**src/rtl/life_manager.sv**
```systemverilog
// Player life counter with a post-hit invulnerability window and game-over detection.
// Every output is registered from the next-state logic, so it changes the cycle after the input pulse.
module life_manager #(
  parameter int INIT_LIVES   = 3,
  parameter int MAX_LIVES    = 9,
  parameter int INVULN_TICKS = 120
) (
  input  logic       clk,
  input  logic       rst_n,
  input  logic       start,
  input  logic       hit,
  input  logic       bonus,
  input  logic       tick,
  output logic [3:0] life,
  output logic       game_over,
  output logic       invuln,
  output logic       blink,
  output logic       life_lost
);

  typedef enum logic [1:0] {IDLE, PLAY, INVULN, OVER} state_t;

  localparam logic [3:0] INIT_L = 4'(INIT_LIVES);
  localparam logic [3:0] MAX_L  = 4'(MAX_LIVES);
  localparam logic [7:0] INV_T  = 8'(INVULN_TICKS);

  state_t     state_q, state_d;
  logic [3:0] life_q, life_d;
  logic [7:0] cnt_q, cnt_d;
  logic       lost_q, lost_d;
  logic       over_q, inv_q, blink_q;

  // Bonus pickups clamp at the ceiling instead of wrapping.
  function automatic logic [3:0] sat_inc(input logic [3:0] v);
    return (v >= MAX_L) ? MAX_L : v + 4'd1;
  endfunction

  always_comb begin
    state_d = state_q;
    life_d  = life_q;
    cnt_d   = cnt_q;
    lost_d  = 1'b0;
    if (start) begin
      state_d = PLAY;
      life_d  = INIT_L;
      cnt_d   = 8'd0;
    end else begin
      unique case (state_q)
        IDLE: ;
        PLAY: begin
          if (hit) begin
            lost_d = 1'b1;
            if (bonus) begin
              cnt_d   = INV_T;
              state_d = INVULN;
            end else if (life_q > 4'd1) begin
              life_d  = life_q - 4'd1;
              cnt_d   = INV_T;
              state_d = INVULN;
            end else begin
              life_d  = 4'd0;
              state_d = OVER;
            end
          end else if (bonus) begin
            life_d = sat_inc(life_q);
          end
        end
        INVULN: begin
          if (bonus) life_d = sat_inc(life_q);
          // A zero counter here would be corrupt; leave rather than wrap.
          if (tick) begin
            if (cnt_q <= 8'd1) begin
              cnt_d   = 8'd0;
              state_d = PLAY;
            end else begin
              cnt_d = cnt_q - 8'd1;
            end
          end
        end
        OVER:    life_d = 4'd0;
        default: state_d = IDLE;
      endcase
    end
  end

  always_ff @(posedge clk or negedge rst_n) begin
    if (!rst_n) begin
      state_q <= IDLE;
      life_q  <= 4'd0;
      cnt_q   <= 8'd0;
      lost_q  <= 1'b0;
      over_q  <= 1'b0;
      inv_q   <= 1'b0;
      blink_q <= 1'b0;
    end else begin
      state_q <= state_d;
      life_q  <= life_d;
      cnt_q   <= cnt_d;
      lost_q  <= lost_d;
      over_q  <= (state_d == OVER);
      inv_q   <= (state_d == INVULN);
      blink_q <= (state_d == INVULN) & cnt_d[3];
    end
  end

  assign life      = life_q;
  assign game_over = over_q;
  assign invuln    = inv_q;
  assign blink     = blink_q;
  assign life_lost = lost_q;

endmodule
```
**config.mk**
```make
export PLATFORM = sky130hd
export DESIGN_NAME = life_manager
export DESIGN_NICKNAME = d
export VERILOG_FILES = /design/src/rtl/life_manager.sv
export SDC_FILE = /design/constraint.sdc
export NUM_CORES = 1
export LEC_CHECK = 0
export ABC_AREA = 1
export CAP_MARGIN = 15
export CORE_AREA = 2 2 62 64
export CTS_CLUSTER_SIZE = 28
export DETAILED_ROUTE_END_ITERATION = 8
export DIE_AREA = 0 0 64 66
export SLEW_MARGIN = 20
export SYNTH_ARGS = -nofsm -noshare
export SYNTH_HDL_FRONTEND = slang
export SYNTH_SLANG_ARGS = --single-unit
export TNS_END_PERCENT = 10
```
**constraint.sdc**
```tcl
create_clock -name clk -period 1.6 [get_ports clk]
set_clock_uncertainty 0.2 [all_clocks]
set_input_delay 0.4 -clock clk [delete_from_list [all_inputs] [get_ports clk]]
set_output_delay 0.4 -clock clk [all_outputs]
set_load 0.05 [all_outputs]
```
## After elaboration in Yosys (flattened, before gate mapping)

Cells that the tools add are included.

| storage, ports and cells | value |
|---|---|
| bits in registers | 18 |
| output and inout bits | 8 |
| logic and storage cells | 52 |

| cells by class | value |
|---|---|
| add/subtract/negate cells | 3 |
| order comparisons | 3 |
| equal/unequal tests | 9 |
| multiplexer cells | 24 |
| bitwise gates (word level) | 1 |
| reductions and logical operators | 4 |

Operators with widths:

| cell | number |
|---|---|
| 8-bit 2-to-1 mux | 6 |
| 4-bit 2-to-1 mux | 6 |
| 8-bit one-hot mux with 2 select lines | 1 |
| 4-bit one-hot mux with 3 select lines | 1 |
| 2-bit equality test (second input constant) | 4 |
| 8-bit by 1-bit <= comparator with 1-bit output (second input constant) | 1 |
| 2-bit 2-to-1 mux | 4 |
| 4-bit inequality test (second input constant) | 2 |
| 8-bit by 1-bit subtractor with 8-bit output (second input constant) | 1 |
| 3-bit inequality test (second input constant) | 2 |
| 1-bit 2-to-1 mux | 5 |
| 4-bit by 1-bit adder with 4-bit output (second input constant) | 1 |
| 4-bit greater-or-equal comparator (second input constant) | 1 |
| 4-bit by 1-bit greater-than comparator with 1-bit output (second input constant) | 1 |
| 2-bit one-hot mux with 2 select lines | 1 |
| 4-bit AND reduction | 1 |
| 4-bit nonzero test | 1 |
| 4-bit by 1-bit subtractor with 4-bit output (second input constant) | 1 |
| 3-bit nonzero test | 1 |
| 2-bit by 1-bit equality test with 1-bit output (second input constant) | 1 |
| 2-bit AND reduction | 1 |
| 1-bit bitwise AND | 1 |

## Longest topological paths before layout

Gate-level depths: netlist of run 1.

| depth | value |
|---|---|
| word-level depth | 8 |
| gate-level depth with buffers | 11 |
| gate-level depth less buffers | 11 |

## Worst setup path before layout of run 1

OpenSTA, ideal clock, no wires.

| path | value |
|---|---|
| path kind | flip-flop to flip-flop |
| start | register life_q[0], in the netlist life[0] |
| end | register cnt_q[7] |
| data arrival time | 1809 ps |
| required time | 1280 ps |
| path slack | -529 ps |
| cell stages (with the launch flop) | 11 |
| path buffers | 0 |
| path through | dfrtp_1 > inv_1 > ha_1 > inv_1 > nand2_1 > nand2_4 > nor2_2 > a21boi_4 > nand3_1 > o21ai_0 > nor2_1 |

| on the way | value |
|---|---|
| word-level cells in the longest chain between the ends | 3 |

Ends and longest elaborated chain:

| element | line | text |
|---|---|---|
| from (decl) | 28 | `logic [3:0] life_q, life_d;` |
| from (signal assigned) | 97 | `life_q <= life_d;` |
| 4-bit by 1-bit greater-than comparator with 1-bit output | 56 | `end else if (life_q > 4'd1) begin` |
| 4-bit inequality test (no source line) | n/a |  |
| 4-bit AND reduction (no source line) | n/a |  |
| to (signal assigned) | 98 | `cnt_q <= cnt_d;` |
| to (decl) | 29 | `logic [7:0] cnt_q, cnt_d;` |

Every way passes these cells.
A chain may end at the register's enable or synchronous reset.

## Final worst setup path of run 1

| path | value |
|---|---|
| start | register state_q[0] |
| end | register life_q[1], in the netlist life[1] |

| on the way | value |
|---|---|
| word-level cells in the longest chain between the ends | 3 |
| elaborated cells on any way between the ends | 8 |

Ends and longest elaborated chain:

| element | line | text |
|---|---|---|
| from (decl) | 27 | `state_t state_q, state_d;` |
| from (signal assigned) | 96 | `state_q <= state_d;` |
| 2-bit equality test / 2-bit by 1-bit equality test with 1-bit output (equally long branches) | 48 | `unique case (state_q)` |
| 4-bit one-hot mux with 3 select lines, or another cell as far along | 48 |  |
| 4-bit 2-to-1 mux / 2-bit AND reduction (equally long branches) | n/a |  |

Parallel ways exist; a longest one is shown, timed or not.

==> impl_results.md, run 1 <==
- Synth top area share: 0.3264
- Final Cell Area: 2152 sq um
- Fill count: 317
- GRT Overall Usage: 0.1849
- Mapped Area: 1380 sq um
- Final ANT Viol Nets: 0
- Reg clk slew, reported paths: 110 ps
- Max-slew headroom: 0.7939
- Initial core utilization: 0.3887
- RSZ-0062 raised after global routing: true
- Family with the most delay on the worst path: flip-flops
- WS Path Type: register to register
- Power Density: 1909 nW/um^2
- IO Pins: 14
- Largest net degree at the start of global routing: 19
- Synth Register Bits: 18
- Reg area: 454.2 sq um
- Top post-synthesis cells by area: dfrtp_1 33%, nand2_1 15%, inv_1 8.4%, ha_1 7.3%, nor2_1 6.5%
- Warnings, synthesis: 0
- Slew Viols, Final: 0
- WP buf/inv: 2
- Share of cells above drive strength 1: 0.4125
- Rows: 22
- Clk root buf: clkbuf_4
- TNS Setup: -1712 ps
- Layout net count: 272
- Post-synthesis instance total: 202
- GPL Wtd Cong: 0.8832
- Vias: 1445
- Startpoint types: register
- Most frequent cell after synthesis: nand2_1
- Met3 usage: 0.03237
- Cell taking the most area after synthesis: dfrtp_1
- Dpl cell area: 1918 sq um
- Worst vdd ir: 1.100 mV
- Sink Count: 18
- Multi-input gate area: 949.7 sq um
- Slowest stage delay, CP: 440 ps
- Final Setup Violations: 20
- Area grow syn2layout: 55.94%
- GR Util met2: 0.3138
- CP Capture Type: register
- # DRC: 0
- RR Endpoint: life[1]
- Via density: 4.738
- Worst r2r src: state_q[0]
- IO buf count: 13
- Die area: 4224 sq um
- GR Overflow Total: 0
- Synth Area per Inst: 6.832 sq um
- Critical path depth: 7
- GR Util met1: 0.2423
- Antenna violations before repair: 0
- Clk_lat worst skew: 300 ps
- Reg-to-reg slack, setup: -140 ps
- Period utilisation layout: 1.087
- WL/cell: 11.66 microns
- Critical path arrival: 1720 ps
- Worst min-delay path class: input pin to async pin
- Setup WS post-layout: -138.9 ps
- Initial drt markers: 65
- Dpl hpwl: 2.606 mm
- CTS tree: built
- CP required: 1580 ps
- Power, Total: 0.004107 W
- Final Hold Viols: 0
- Min Clock Period, post-route: 1739 ps
- Slowest CP cell: dfrtp_1
- Top FF cell, synth: dfrtp_1
- Die Y: 66 microns
- H-tree levels: 1
- CP dominant cell by count: buf_4
- Die outline width: 64 microns
- Post-Synthesis Net Count: 216
- Leak: 1.097 nW
- Number of antenna diodes: 0
- Worst-path maximum fanout: 4
- Final WL: 3.557 mm
- CTS Buffer Depth: 2
- Cell variety after synth: 28
- Failing checks: setup timing
- Status: complete, but fails checks
- Post-synth top cells: 54 x nand2_1, 31 x inv_1, 24 x nor2_1
- Worst-margin pin slew: 309.2 ps
- Fin Hold WS: 219.7 ps
- Count of flip-flops with a built-in enable after synthesis: 0
- Fmax: 575.1 MHz
- Worst-path cell chain: buf_4 -> buf_4 -> ha_4 -> o22ai_2 -> nand2_2 -> nor2_1 -> a31oi_1
- Seq/Total Area, Yosys: 0.3264
- Busiest grt layer: met2
- Drt pass-1 iters: 4
- First-pass GRT wire length: 6.106 mm
- Reg2Reg Depth: 7
- Core ar.: 3551 sq um
- Number of global-route vias before repair: 1382
- Clock buffer count from CTS: 3
- Post-synth ARST share: 1.000
- Max_cap viols: 0
flip-flops by register name, summed over array words and instances, names as in the netlist:
signal and count:
cnt_q 8, life 4, life_lost 1, blink 1
game_over 1, state_q 2, invuln 1
final cells by class:
type / count / share of cell area
inverters: 33 / 0.05872
multi-input cells: 148 / 0.4413
repair buffers: 54 / 0.2442
flip-flops and latches: 18 / 0.2110
well taps: 48 / 0.02791
clock buffers: 4 / 0.01686
placed cells by master, fill, tap and decap left out, types with 4 or more instances in the layout:
cell type / netlist / final
nor2_1: 24 / 16
a21oi_1: 11 / 8
dfrtp_1: 18 / 15
o21ai_1: 2 / 5
nand3_2: 1 / 6
buf_4: 0 / 38
inv_2: 2 / 9
inv_1: 31 / 23
nor2_4: 1 / 4
a21oi_2: 1 / 4
xor2_1: 4 / 4
nor2_2: 2 / 7
ha_4: 0 / 5
nand2_2: 2 / 6
buf_12: 0 / 8
nand2_1: 54 / 50
nand3_1: 15 / 10
o21ai_0: 10 / 7
repair_timing:
item / 4_1_cts / 5_1_grt
pin swaps: 9 / 7
hold buffers: 0 / 0
gates resized for setup: 26 / 22
buffers inserted: 4 / 1
setup endpoints to repair: 21 / 21
gates cloned: 0 / 0
worst register-to-register path, cell delays in order (launching register included):
cell and delay, ps:
dfrtp_1 440, buf_4 150, buf_4 130, ha_4 170
o22ai_2 260, nand2_2 100, nor2_1 120, a31oi_1 60
how the worst max path moves through the flow:
stage | start | end | slack [ps]
after global placement | start | blink | -450
after global routing | state_q[1] | cnt_q[6] | -220
final | state_q[0] | life[1] | -140
after CTS | life[0] | blink | -100
after detailed placement | start | blink | -480
after floorplan | life[1] | cnt_q[7] | -220
through the flow:
step	std cells	utilization	setup slack, ps
3_5_place_dp	296	0.5402	-481.0
2_1_floorplan	202	-	-218.9
3_3_place_gp	296	0.5402	-454.5
6_report	305	0.6061	-138.9
5_1_grt	305	0.6061	-219.1
4_1_cts	304	0.5849	-98.47
where the power goes:
| group | internal (W) | total [W] | switching (W) |
|---|---|---|---|
| Clock | 0.000139 | 0.000286 | 0.000147 |
| Sequential | 0.000607 | 0.000772 | 0.000165 |
| Combinational | 0.00141 | 0.00305 | 0.00164 |
| Total | 0.00216 | 0.00411 | 0.00195 |
kinds of logic (layout without fill, tap and decap cells):
logic type / after synthesis / after routing / synth area share
AOI/OAI and AO/OA: 32 / 32 / 0.1405
and+or+nand+nor: 104 / 104 / 0.3255
DFF: 18 / 18 / 0.3264
xor gates and xnor gates: 4 / 4 / 0.02538
buffers and inverters: 36 / 91 / 0.1097
adders and majority gates: 8 / 8 / 0.07253
per-layer routing:
metal | vias up | share of wire | wire length (microns)
met5 | - | 0 | 0
met4 | 0 | 0.012 | 44
met3 | 4 | 0.037 | 132
met2 | 24 | 0.48 | 1702
met1 | 666 | 0.47 | 1677
li1 | 751 | - | -
No activity file was read; power rests on OpenSTA's default activity.
==> inputs of run 2 (changes only) <==
- RECOVER_POWER: default -> 100
==> run 2 against run 1 <==
  * The run still ends with setup timing left
  * Highest routed layer unchanged
  * Power down 2.1%
  * Sequential cell count is the same
  * Final cell count unchanged
  * Critical endpoint unchanged
  * Critical path type unchanged
  * Combinational power shrank 2%
  * Die area unchanged
==> impl_results.md, run 2 (same netlist as run 1, synthesis figures left out) <==
- Fill count: 323 (+1.9%)
- GRT Overall Usage: 0.1849 (unchanged)
- Vias: 1446 (+0.069%)
- Multi-input gate area: 949.7 sq um (unchanged)
- Share of cells above drive strength 1: 0.4125 (unchanged)
- CP Capture Type: register
- IO buf count: 13 (unchanged)
- Power, Total: 0.004020 W (-2.1%)
- CTS tree: built
- Commonest non-fill, non-tap cell in the layout: nand2_1
- Dpl cell area: 1918 sq um (unchanged)
- Worst-path cell chain: buf_4 -> buf_4 -> ha_4 -> o22ai_2 -> nand2_2 -> nor2_1 -> a31oi_1
- Power Density: 1924 nW/um^2 (+0.80%)
- Max reg flops: 8 (unchanged)
- Via density: 4.741 (about the same)
- Max_cap viols: 0 (unchanged)
- Dpl cells: 296 (unchanged)
- Dpl hpwl: 2.606 mm (unchanged)
- Reg clk slew, reported paths: 110 ps (about the same)
- Final WL: 3.554 mm (about the same)
- Rows: 22 (unchanged)
- Biggest register: cnt_q
- Leak: 1.085 nW (-1.1%)
- Clk_lat worst skew: 300 ps (about the same)
- Setup WS post-layout: -140.4 ps (-1.559 ps)
- Family with the most delay on the worst path: flip-flops
- Core ar.: 3551 sq um (unchanged)
- Worst r2r src: state_q[0]
- CP dominant cell by count: buf_4
- Worst vdd ir: 0.9824 mV (-11%)
- Worst setup startpoint: state_q[0]
- Worst-margin pin slew: 466.7 ps (+157.6 ps)
- Final std cells w/o fill: 305 (unchanged)
- Sink Count: 18 (unchanged)
- Number of antenna diodes: 0 (unchanged)
- # DRC: 0 (unchanged)
- Status: complete, but fails checks
- Slew Viols, Final: 0 (unchanged)
- Reg area: 454.2 sq um (unchanged)
- First-pass GRT wire length: 6.106 mm (unchanged)
- Worst min-delay path class: register to register
- Hold-fix buffers, CTS: 0 (unchanged)
- Initial drt markers: 64 (-1.5%)
- Die area: 4224 sq um (unchanged)
- H-tree levels: 1 (unchanged)
- Initial core utilization: 0.3887 (unchanged)
- Slowest CP cell: dfrtp_1
- CP required: 1580 ps (about the same)
- WL/cell: 11.65 microns (about the same)
- Layout net count: 272 (unchanged)
- GR Overflow Total: 0 (unchanged)
- Failing checks: setup timing
- Final Setup Violations: 20 (unchanged)
- Final ANT Viol Nets: 0 (unchanged)
- Area grow syn2layout: 51.40%
- IO Pins: 14 (unchanged)
- Drt pass-1 iters: 4 (unchanged)
- Slowest stage delay, CP: 440 ps (about the same)
- Largest net degree at the start of global routing: 19 (unchanged)
- Worst hold start: cnt_q[4]
- CTS Buffer Depth: 2 (unchanged)
- Min Clock Period, post-route: 1740 ps (+1.559 ps)
- Antenna violations before repair: 0 (unchanged)
- Critical path arrival: 1720 ps (about the same)
- Period utilisation layout: 1.088 (about the same)
- Die Y: 66 microns (unchanged)
- Die outline width: 64 microns (unchanged)
- Worst-path maximum fanout: 4 (unchanged)
- Final Hold Viols: 0 (unchanged)
- GPL Wtd Cong: 0.8832 (unchanged)
- WP buf/inv: 2 (unchanged)
- Fmax: 574.6 MHz (about the same)
- Pre-CTS setup slack: -481.0 ps (unchanged)
- Final Cell Area: 2090 sq um (-2.9%)
- RSZ-0062 raised after global routing: true
- Clock buffer count from CTS: 3 (unchanged)
- Number of global-route vias before repair: 1382 (unchanged)
- Clk root buf: clkbuf_4
- Commonest cells after routing, fill and taps aside: 50 x nand2_1, 37 x buf_4, 23 x inv_1
- Fin Hold WS: 359.5 ps (+139.8 ps)
- Startpoint types: register
- WS Path Type: register to register
- Max-slew headroom: 0.6888 (-0.1050)
run 2: per-stage QoR:
| step | util | TNS, ps |
|---|---|---|
| final | 0.5884 | -1722 |
| after global routing | 0.5884 | -3560 |
| after CTS | 0.5849 | -1380 |
| after detailed placement | 0.5402 | -6529 |
| after global placement | 0.5402 | -6172 |
| after floorplan | - | -2434 |
run 2: report_power, final:
group / internal, W / total, W / leakage, nW / switching [W]
clock network: 0.000139 / 0.000286 / 0.0210 / 0.000147
logic: 0.00134 / 0.00298 / 0.833 / 0.00164
registers: 0.000606 / 0.000757 / 0.231 / 0.000151
run 2: path summary, 6_finish.rpt:
check / end / slack [ps] / cells past startpoint
max in group asynchronous: life[0] / 480 / 2
worst max register to register: life[1] / -140 / 7
worst min register to register: cnt_q[4] / 360 / 2
worst min-delay path: cnt_q[4] / 360 / 2
min in group asynchronous: life[3] / 370 / 2
worst max-delay path: life[1] / -140 / 7
run 2: final cells by class:
cell class                      instances  area share
Tap cell                               48     0.02874
Timing Repair Buffer                   54      0.2216
Clock buffer                            4     0.01737
Multi-Input combinational cell        148      0.4545
Sequential cell                        18      0.2174
Inverter                               33     0.06048
run 2: what timing repair did:
action	in CTS	in global routing
resized for setup	26	22
pin swaps	9	7
setup endpoints to repair	21	21
buffers inserted	4	1
run 2: tightest hold or removal path, delay by kind of cell, from the launching register on:
family,cells,cell delay (ps)
AND/OR/NAND/NOR,2,130
flip-flops,1,410
run 2: metal layers:
layer	up-vias	GRT usage	routed length [microns]
met1	667	0.2423	1680
met3	4	0.03237	128
met5	-	0	0
met2	24	0.3138	1700
met4	0	0.04891	44
li1	751	-	-
